--- src/rtl/interval_capture.sv ---
// Up-counting input-capture unit: measures i_clk cycles between successive rising edges
// of evt_in and presents each interval as a saturated result with a valid/ack handshake.
module interval_capture #(
  parameter int unsigned DATA_WIDTH = 4
) (
  input  logic                  i_clk,
  input  logic                  rst_n,
  input  logic                  enable,
  input  logic                  evt_in,
  input  logic                  cap_ack,
  output logic [DATA_WIDTH-1:0] cap_out,
  output logic                  cap_valid,
  output logic                  cap_ovf,
  output logic                  overrun,
  output logic                  busy
);

  localparam logic [DATA_WIDTH-1:0] CntMax = {DATA_WIDTH{1'b1}};
  localparam logic [DATA_WIDTH-1:0] CntOne = {{(DATA_WIDTH-1){1'b0}}, 1'b1};

  typedef enum logic [0:0] {StIdle, StRun} state_e;

  state_e                  state_q, state_d;
  logic [DATA_WIDTH-1:0]   cnt_q, cnt_d;
  logic                    evt_q;
  logic [DATA_WIDTH-1:0]   cap_out_q, cap_out_d;
  logic                    cap_valid_q, cap_valid_d;
  logic                    cap_ovf_q, cap_ovf_d;
  logic                    overrun_q, overrun_d;
  logic                    evt_edge;
  logic                    capture;

  // Combinational edge so the event is acted on at the clock that samples it.
  assign evt_edge = evt_in & ~evt_q;

  always_comb begin
    state_d = state_q;
    cnt_d   = cnt_q;
    capture = 1'b0;
    if (!enable) begin
      state_d = StIdle;
      cnt_d   = '0;
    end else begin
      unique case (state_q)
        StIdle: begin
          if (evt_edge) begin
            state_d = StRun;
            cnt_d   = '0;
          end
        end
        StRun: begin
          if (evt_edge) begin
            capture = 1'b1;
            cnt_d   = '0;
          end else if (cnt_q != CntMax) begin
            cnt_d = cnt_q + CntOne;
          end
        end
        default: state_d = StIdle;
      endcase
    end
  end

  always_comb begin
    cap_out_d   = cap_out_q;
    cap_valid_d = cap_valid_q;
    cap_ovf_d   = cap_ovf_q;
    overrun_d   = overrun_q;
    if (capture) begin
      // A saturated counter means the interval reached 2^W or more.
      if (cnt_q == CntMax) begin
        cap_out_d = CntMax;
        cap_ovf_d = 1'b1;
      end else begin
        cap_out_d = cnt_q + CntOne;
        cap_ovf_d = 1'b0;
      end
      cap_valid_d = 1'b1;
      // Capture beats a simultaneous ack; only an unacked result counts as overrun.
      overrun_d   = cap_valid_q & ~cap_ack;
    end else if (cap_valid_q && cap_ack) begin
      cap_valid_d = 1'b0;
      overrun_d   = 1'b0;
    end
  end

  always_ff @(posedge i_clk or negedge rst_n) begin
    if (!rst_n) begin
      state_q     <= StIdle;
      cnt_q       <= '0;
      evt_q       <= 1'b0;
      cap_out_q   <= '0;
      cap_valid_q <= 1'b0;
      cap_ovf_q   <= 1'b0;
      overrun_q   <= 1'b0;
    end else begin
      state_q     <= state_d;
      cnt_q       <= cnt_d;
      evt_q       <= evt_in;
      cap_out_q   <= cap_out_d;
      cap_valid_q <= cap_valid_d;
      cap_ovf_q   <= cap_ovf_d;
      overrun_q   <= overrun_d;
    end
  end

  assign cap_out   = cap_out_q;
  assign cap_valid = cap_valid_q;
  assign cap_ovf   = cap_ovf_q;
  assign overrun   = overrun_q;
  assign busy      = (state_q == StRun);

endmodule

--- config.mk ---
export PLATFORM = sky130hd
export DESIGN_NAME = interval_capture
export DESIGN_NICKNAME = d
export VERILOG_FILES = /design/src/rtl/interval_capture.sv
export SDC_FILE = /design/constraint.sdc
export NUM_CORES = 1
export LEC_CHECK = 0
export CAP_MARGIN = 15
export CORE_MARGIN = 4
export CORE_UTILIZATION = 40
export DETAILED_ROUTE_END_ITERATION = 7
export PLACE_DENSITY = 0.69
export SYNTH_ARGS = -nofsm -noshare
export SYNTH_HDL_FRONTEND = slang
export SYNTH_SLANG_ARGS = --single-unit
--- constraint.sdc ---
create_clock -name i_clk -period 1.7 [get_ports i_clk]
set_input_delay 0.17 -clock i_clk [delete_from_list [all_inputs] [get_ports i_clk]]
set_output_delay 0.17 -clock i_clk [all_outputs]
set_load 0.05 [all_outputs]
# Word level (Yosys, flattened, before mapping)
# Index checks and enable logic that the tools add are counted.
# classes
addsub	1
eq_ne	4
mux	15
bitwise_logic	5
n_reduce_logical	3
# op_table
op	n
4-bit 2-to-1 mux	5
1-bit 2-to-1 mux	9
4-bit one-hot mux with 2 select lines	1
4-bit by 1-bit adder with 4-bit output, second input constant	1
4-bit == test, second input constant	1
4-bit by 2-bit inequality test with 1-bit output, second input constant	1
4-bit inequality test, second input constant	1
3-bit inequality test, second input constant	1
1-bit inverter	3
1-bit bitwise AND	2
2-bit AND reduction	1
2-bit nonzero test	1
1-bit logical AND	1
# word_totals
ff_bits	13
input_bits	5
out_inout_bits	8
wordCells	35

# Depth between registers and ports, before layout
# Gate-level depths: netlist of the first run.
# depth
word_depth	6
mapped_depth	4
depth_no_buf	4

# Worst setup path after synthesis of the first run
# No wires, ideal clock.
# synth_path
path_kind	register -> register
start	register state_q (netlist: busy)
end	register cap_out_q[0] (netlist: cap_out[0])
arrival_time_ns	1.304
path_slack_ns	0.278
stages_incl_launch_ff	4
n_path_buf	1
synth_period_minus_slack_ns	1.422
cell_sequence	dfrtp_1 nand4b_1 buf_2 a21o_1
# synth_between
elab_chain_len	2
# synth_rtl
element	line	source
from (decl)	23	state_e state_q, state_d;
from (signal assigned)	89	state_q <= StIdle;
from (signal assigned)	97	state_q <= state_d;
1-bit 2-to-1 mux	44	unique case (state_q)
1-bit 2-to-1 mux	40	if (!enable) begin
to (signal assigned)	100	cap_out_q <= cap_out_d;
to (decl)	26	logic [DATA_WIDTH-1:0] cap_out_q, cap_out_d;
# No other way between the ends.
# A chain may end at the register's enable or synchronous reset.

# Final worst setup path of the first run
# layout_path
start	register cap_out_q[2] (netlist: cap_out[2])
end	output port cap_out[2]
# layout_rtl
element	line	source
to (decl)	11	output logic [DATA_WIDTH-1:0] cap_out,
# No word-level cell between the ends.

==> results of run 1 <==
[flip-flops by register name, indices dropped and copies added (netlist names)]
register   flops
overrun        1
cap_ovf        1
cap_valid      1
evt_q          1
cap_out        4
busy           1
cnt_q          4
[cells by family (layout without fill, tap and decap cells)]
kind of cell,Yosys count,after routing,synth area share
multiplexers,3,3,0.0532
adder cells (fa/ha/maj),1,1,0.0222
flip-flops,13,13,0.576
buffers and inverters,3,19,0.0222
AO/OA/AOI/OAI,16,16,0.166
AND/OR/NAND/NOR,17,17,0.160
[final cells by class]
cell class	count	area share
multi-input combinational	37	0.311
sequential	13	0.447
timing repair buffer	13	0.168
inverter	2	0.0103
tap	15	0.0258
clock inverter	1	0.00687
clock buffer	3	0.0309
[power by group through the flow]
stage	clock network (mW)	registers [mW]	logic, mW
2_1_floorplan	0	0.383	0.0194
5_1_grt	0.217	0.338	0.114
3_3_place_gp	0	0.342	0.107
6_report	0.183	0.335	0.106
4_1_cts	0.196	0.336	0.107
3_5_place_dp	0	0.342	0.107
[Yosys cell counts, types with 2 or more instances]
cell type   n  area share
dfrtp_1    13        0.58
o21ai_0     6       0.053
a21oi_1     5       0.044
mux2i_1     3       0.053
nand2_1     3       0.020
nand3_1     3       0.027
nor2_1      3       0.020
a21o_1      2       0.027
inv_1       2       0.013
nand2b_1    2       0.022
nor2b_1     2       0.022
[per-stage QoR]
| stage | instances | setup slack (ps) |
|---|---|---|
| finish | 84 | 93.2 |
| global route | 84 | 18.1 |
| CTS | 84 | 72.0 |
| detailed placement | 80 | 249 |
| global placement | 80 | 252 |
| floorplan | 53 | 278 |
[worst max-delay path by stage]
stage,from,to,slack (ps),depth (start not counted)
after floorplan,busy,cap_out[0],280,3
after global placement,evt_in,cap_out[0],250,5
after detailed placement,enable,cap_out[0],250,4
after CTS,cap_out[2],cap_out[2],70,1
after global routing,cap_out[2],cap_out[2],20,1
final,cap_out[2],cap_out[2],90,1
[per-layer routing]
metal  part of all wire  vias to the layer above  global-route usage
met2               0.46                       17               0.189
met3               0.10                        0              0.0751
met5                  0                        -                   0
li1                   -                      224                   -
met4                  0                        0              0.0175
met1               0.44                      207               0.141
==> run_results.csv, run 1 <==
group,metric,value,unit
run_status,outcome,"complete, no violations",
yosys,synth_top_flop_cell,"dfrtp_1",
worst_setup_path,slowest_delay,800,ps
sta,setup_viol,0,
place,post_dp_cell_area,701,um^2
sta,slew_violations,0,
clock_tree,cts_hold_buf,0,
die,die_h,45.6,um
sta,hold_ws,261,ps
sta,rsz0062_at_grt,"false",
worst_setup_path,worstPathBufferInverterCount,1,
layout,antenna_cells,0,
layout,fin_area,728,um^2
place,dp_hpwl,772,um
worst_setup_path,crit_family,"buffers and inverters",
detailed_routing,vias,448,
sta,slew_headroom,0.618,
die,start_util,0.428,
yosys,async_reset_ff_frac,1.00,
sta,min_period_over_period,0.945,
power_and_ir_drop,p_seq_frac,0.537,
yosys,synth-edff-count,0,
clock_tree,cts_setup_buffers,0,
worst_setup_path,worstPathArrival,1440,ps
die,row_count,13,
yosys,syn-num-nets,59,
die,design.die.area,2080,um^2
yosys,syn-cell-area,564,um^2
detailed_routing,firstDrtPassIters,4,
clock_tree,clkLatencyLatePin,270,ps
detailed_routing,drt-initial-drc-count,2,
grt,grt_pass1_wl,1.78,mm
sta,finClkSkew,4.23,ps
yosys,synth_area_per_cell,10.6,um^2
worst_setup_path,reg2reg_slack,220,ps
die,dieWidth,45.6,um
clock_tree,clk_pin_slew_worst_paths,80,ps
sta,max_freq,622,MHz
grt,grt_antenna_before_repair,0,
grt,grt_max_degree,14,
die,design.core.area,1320,um^2
clock_tree,clock_path_buffers,2,
detailed_routing,wl,1.01,mm
worst_setup_path,cp_slowest_cell,"clkdlybuf4s50_1",
power_and_ir_drop,switching_share,0.279,
worst_setup_path,reg2reg_from,"cnt_q[0]",
yosys,synth_seq_area_share,0.576,
clock_tree,root_buffer,"clkbuf_4",
layout,area_growth,29.0,%
power_and_ir_drop,p_total,0.624,mW
die,pin_count,13,
clock_tree,post_cts_resized,0,
layout,final_common_cell,"dfrtp_1",
sta,tightestPinTransition,570,ps
place,gp_congestion,0.756,
layout,seqCellArea,325,um^2
layout,finalCoreUtilization,0.553,
detailed_routing,drc,0,
min_path,hp-class,"in -> async",
clock_tree,cts_made_buffers,3,
power_and_ir_drop,p_int,0.450,mW
layout,layout-drive-gt1-share,0.101,
worst_setup_path,cp-end-kind,"output port",
layout,num-fill-cells,114,
sta,hold_viol,0,
yosys,yosys_warnings,0,
layout,multi_input_area,226,um^2
worst_setup_path,start_kind,"flop",
layout,finalNetCount,76,
power_and_ir_drop,comb_power_share,0.169,
worst_setup_path,reg2regPathDepth,4,
clock_tree,htreeDepth,1,
power_and_ir_drop,power_per_cell_area,856,nW/um^2
grt,gr-usage-all-layers,0.120,
worst_setup_path,timing.rr.end,"cnt_q[0]",
yosys,synth-seq-cells,13,
worst_setup_path,critPathMaxFanout,2,
detailed_routing,drt-vias-per-instance,5.33,
power_and_ir_drop,pwr-share-clk,0.293,
detailed_routing,antenna_left,0,
flow_run,maxCapViolCount,0,
clock_tree,cts_sinks,13,
grt,grt_pass1_vias,424,
worst_setup_path,cp.required,1530,ps
layout,layout_common_cells,"dfrtp_1 (13), clkdlybuf4s50_1 (10), o21ai_0 (6)",
clock_tree,cts_tree,"yes",
power_and_ir_drop,p_leak,0.348,nW
place,port_buffers,12,
grt,overflow,0,
yosys,syn_inst,53,
sta,timing.setup.tns,0,ps
worst_setup_path,crit_type,"reg -> out",
worst_setup_path,cp_cell_sequence,"clkdlybuf4s50_1",
yosys,synth.distinct_cells,20,
sta,min_period,1610,ps
detailed_routing,routedWlPerCell,12.1,um
power_and_ir_drop,peakVddDrop,0.611,mV
power_and_ir_drop,p_switching,0.174,mW
Note: power is estimated with default switching activity, not from simulation.
==> run 2, diff against run 1 <==
- CORE_UTILIZATION: 40 -> 41
- PLACE_DENSITY: 0.69 -> 0.73
- clock period: 1.7 -> 1.35 ns (I/O delays scaled with it)
==> run_results.csv, run 2 (same netlist as run 1, synthesis figures left out) <==
group,metric,value,unit
run_status,outcome,"complete, no violations",
power_and_ir_drop,p_leak,0.400,nW
place,dp_hpwl,811,um
grt,gr-usage-all-layers,0.129,
clock_tree,cts_tree,"yes",
sta,hold_ws,161,ps
clock_tree,clk_pin_slew_worst_paths,80,ps
detailed_routing,vias,462,
grt,grt_max_degree,14,
min_path,hp-class,"in -> async",
sta,hold_viol,0,
layout,final_common_cell,"dfrtp_1",
worst_setup_path,reg2reg_from,"cnt_q[1]",
grt,met3_usage,0.0319,
place,dp_slack,52.3,ps
die,row_count,13,
detailed_routing,routedWlPerCell,12.5,um
worst_setup_path,critPathMaxFanout,4,
worst_setup_path,start_kind,"flop",
grt,met2_usage,0.203,
grt,grt_pass1_vias,434,
sta,finClkSkew,1.54,ps
die,design.die.area,2030,um^2
grt,overflow,0,
die,pin_count,13,
layout,layout-drive-gt1-share,0.233,
worst_setup_path,crit_type,"reg -> reg",
layout,antenna_cells,0,
worst_setup_path,cp-end-kind,"flop",
detailed_routing,drt-initial-drc-count,13,
flow_run,maxCapViolCount,0,
clock_tree,clock_path_buffers,2,
worst_setup_path,worstPathArrival,1490,ps
worst_setup_path,reg2regPathDepth,4,
clock_tree,cts_hold_buf,0,
die,die_h,45.1,um
power_and_ir_drop,peakVddDrop,0.527,mV
layout,num-fill-cells,113,
sta,tightestPinTransition,223,ps
power_and_ir_drop,power_per_cell_area,997,nW/um^2
clock_tree,clkLatencyLatePin,270,ps
grt,grt_antenna_before_repair,0,
sta,max_freq,775,MHz
layout,layout_common_cells,"dfrtp_1 (12), buf_12 (8), o21ai_0 (5), a21oi_1 (5), buf_4 (5)",
place,gp_congestion,0.757,
worst_setup_path,startpoint,"cnt_q[1]",
clock_tree,root_buffer,"clkbuf_4",
detailed_routing,antenna_left,0,
die,dieWidth,45.1,um
sta,slew_violations,0,
worst_setup_path,reg2reg_slack,60,ps
layout,finalNetCount,80,
clock_tree,htreeDepth,1,
detailed_routing,drc,0,
sta,min_period_over_period,0.956,
die,start_util,0.434,
grt,grt-busiest-layer,"met2",
detailed_routing,wl,1.10,mm
die,design.core.area,1300,um^2
clock_tree,cts_made_buffers,3,
clock_tree,cts_sinks,13,
sta,fin_ws,59.4,ps
worst_setup_path,cp.required,1550,ps
sta,slew_headroom,0.850,
sta,min_period,1290,ps
worst_setup_path,timing.rr.end,"cnt_q[0]",
layout,area_growth,49.4,%
grt,met1_usage,0.167,
worst_setup_path,cp-endpoint,"cnt_q[0]",
grt,grt_pass1_wl,1.88,mm
place,port_buffers,12,
detailed_routing,firstDrtPassIters,4,
sta,setup_viol,0,
detailed_routing,drt-vias-per-instance,5.25,
[run 2: cell types whose count changed in the layout (fill, tap and decap cells not counted), sizes merged]
| cell | change |
|---|---|
| buf | +10 |
| clkdlybuf4s50 | -6 |
| clkbuf | +1 |
| clkinv | -1 |
[run 2: routing by layer]
layer,vias up,share of wire
met3,0,0.069
met5,-,0
met4,0,0
met2,16,0.49
met1,214,0.44
li1,232,-
[run 2: worst min path at each step]
stage | from | to | slack (ps) | depth (start not counted)
6_report | rst_n | cnt_q[1] | 160 | 2
5_1_grt | rst_n | cnt_q[1] | 180 | 2
4_1_cts | rst_n | cap_out[2] | 160 | 2
3_5_place_dp | rst_n | cnt_q[0] | 450 | 2
3_3_place_gp | rst_n | cnt_q[0] | 460 | 2
2_1_floorplan | rst_n | busy | -160 | 0
[run 2: per-stage QoR]
| step | util | cells | TNS [ps] | total power, mW | cell area [um^2] |
|---|---|---|---|---|---|
| after CTS | 0.642 | 87 | 0 | 0.857 | 836 |
| after floorplan | - | 53 | 0 | 0.507 | 566 |
| after detailed placement | 0.622 | 83 | 0 | 0.612 | 810 |
| after global routing | 0.648 | 88 | -2.54 | 0.877 | 843 |
| final | 0.648 | 88 | 0 | 0.841 | 843 |
| after global placement | 0.622 | 83 | 0 | 0.612 | 810 |
[run 2: area by class of cell]
cell class | count | area (um^2) | share of cell area
sequential | 13 | 327 | 0.387
multi-input combinational | 37 | 226 | 0.269
inverter | 2 | 7.51 | 0.00890
clock buffer | 4 | 26.3 | 0.0312
timing repair buffer | 17 | 238 | 0.282
tap | 15 | 18.8 | 0.0223
[run 2: where the power goes]
part | internal, mW | total (mW) | switching [mW]
Clock | 0.114 | 0.237 | 0.123
Sequential | 0.408 | 0.430 | 0.0214
Combinational | 0.0869 | 0.174 | 0.0871
[run 2: what timing repair did]
| action | CTS | global route |
|---|---|---|
| buffers inserted | 0 | 1 |
| endpoints found under the setup margin | 0 | 2 |
| resized for setup | 0 | 1 |
[run 2: critical path: stages, from the launching register on]
cell,delay (ps)
dfrtp_1,400
ha_1,200
and3_1,180
or3_1,310
a21oi_1,130
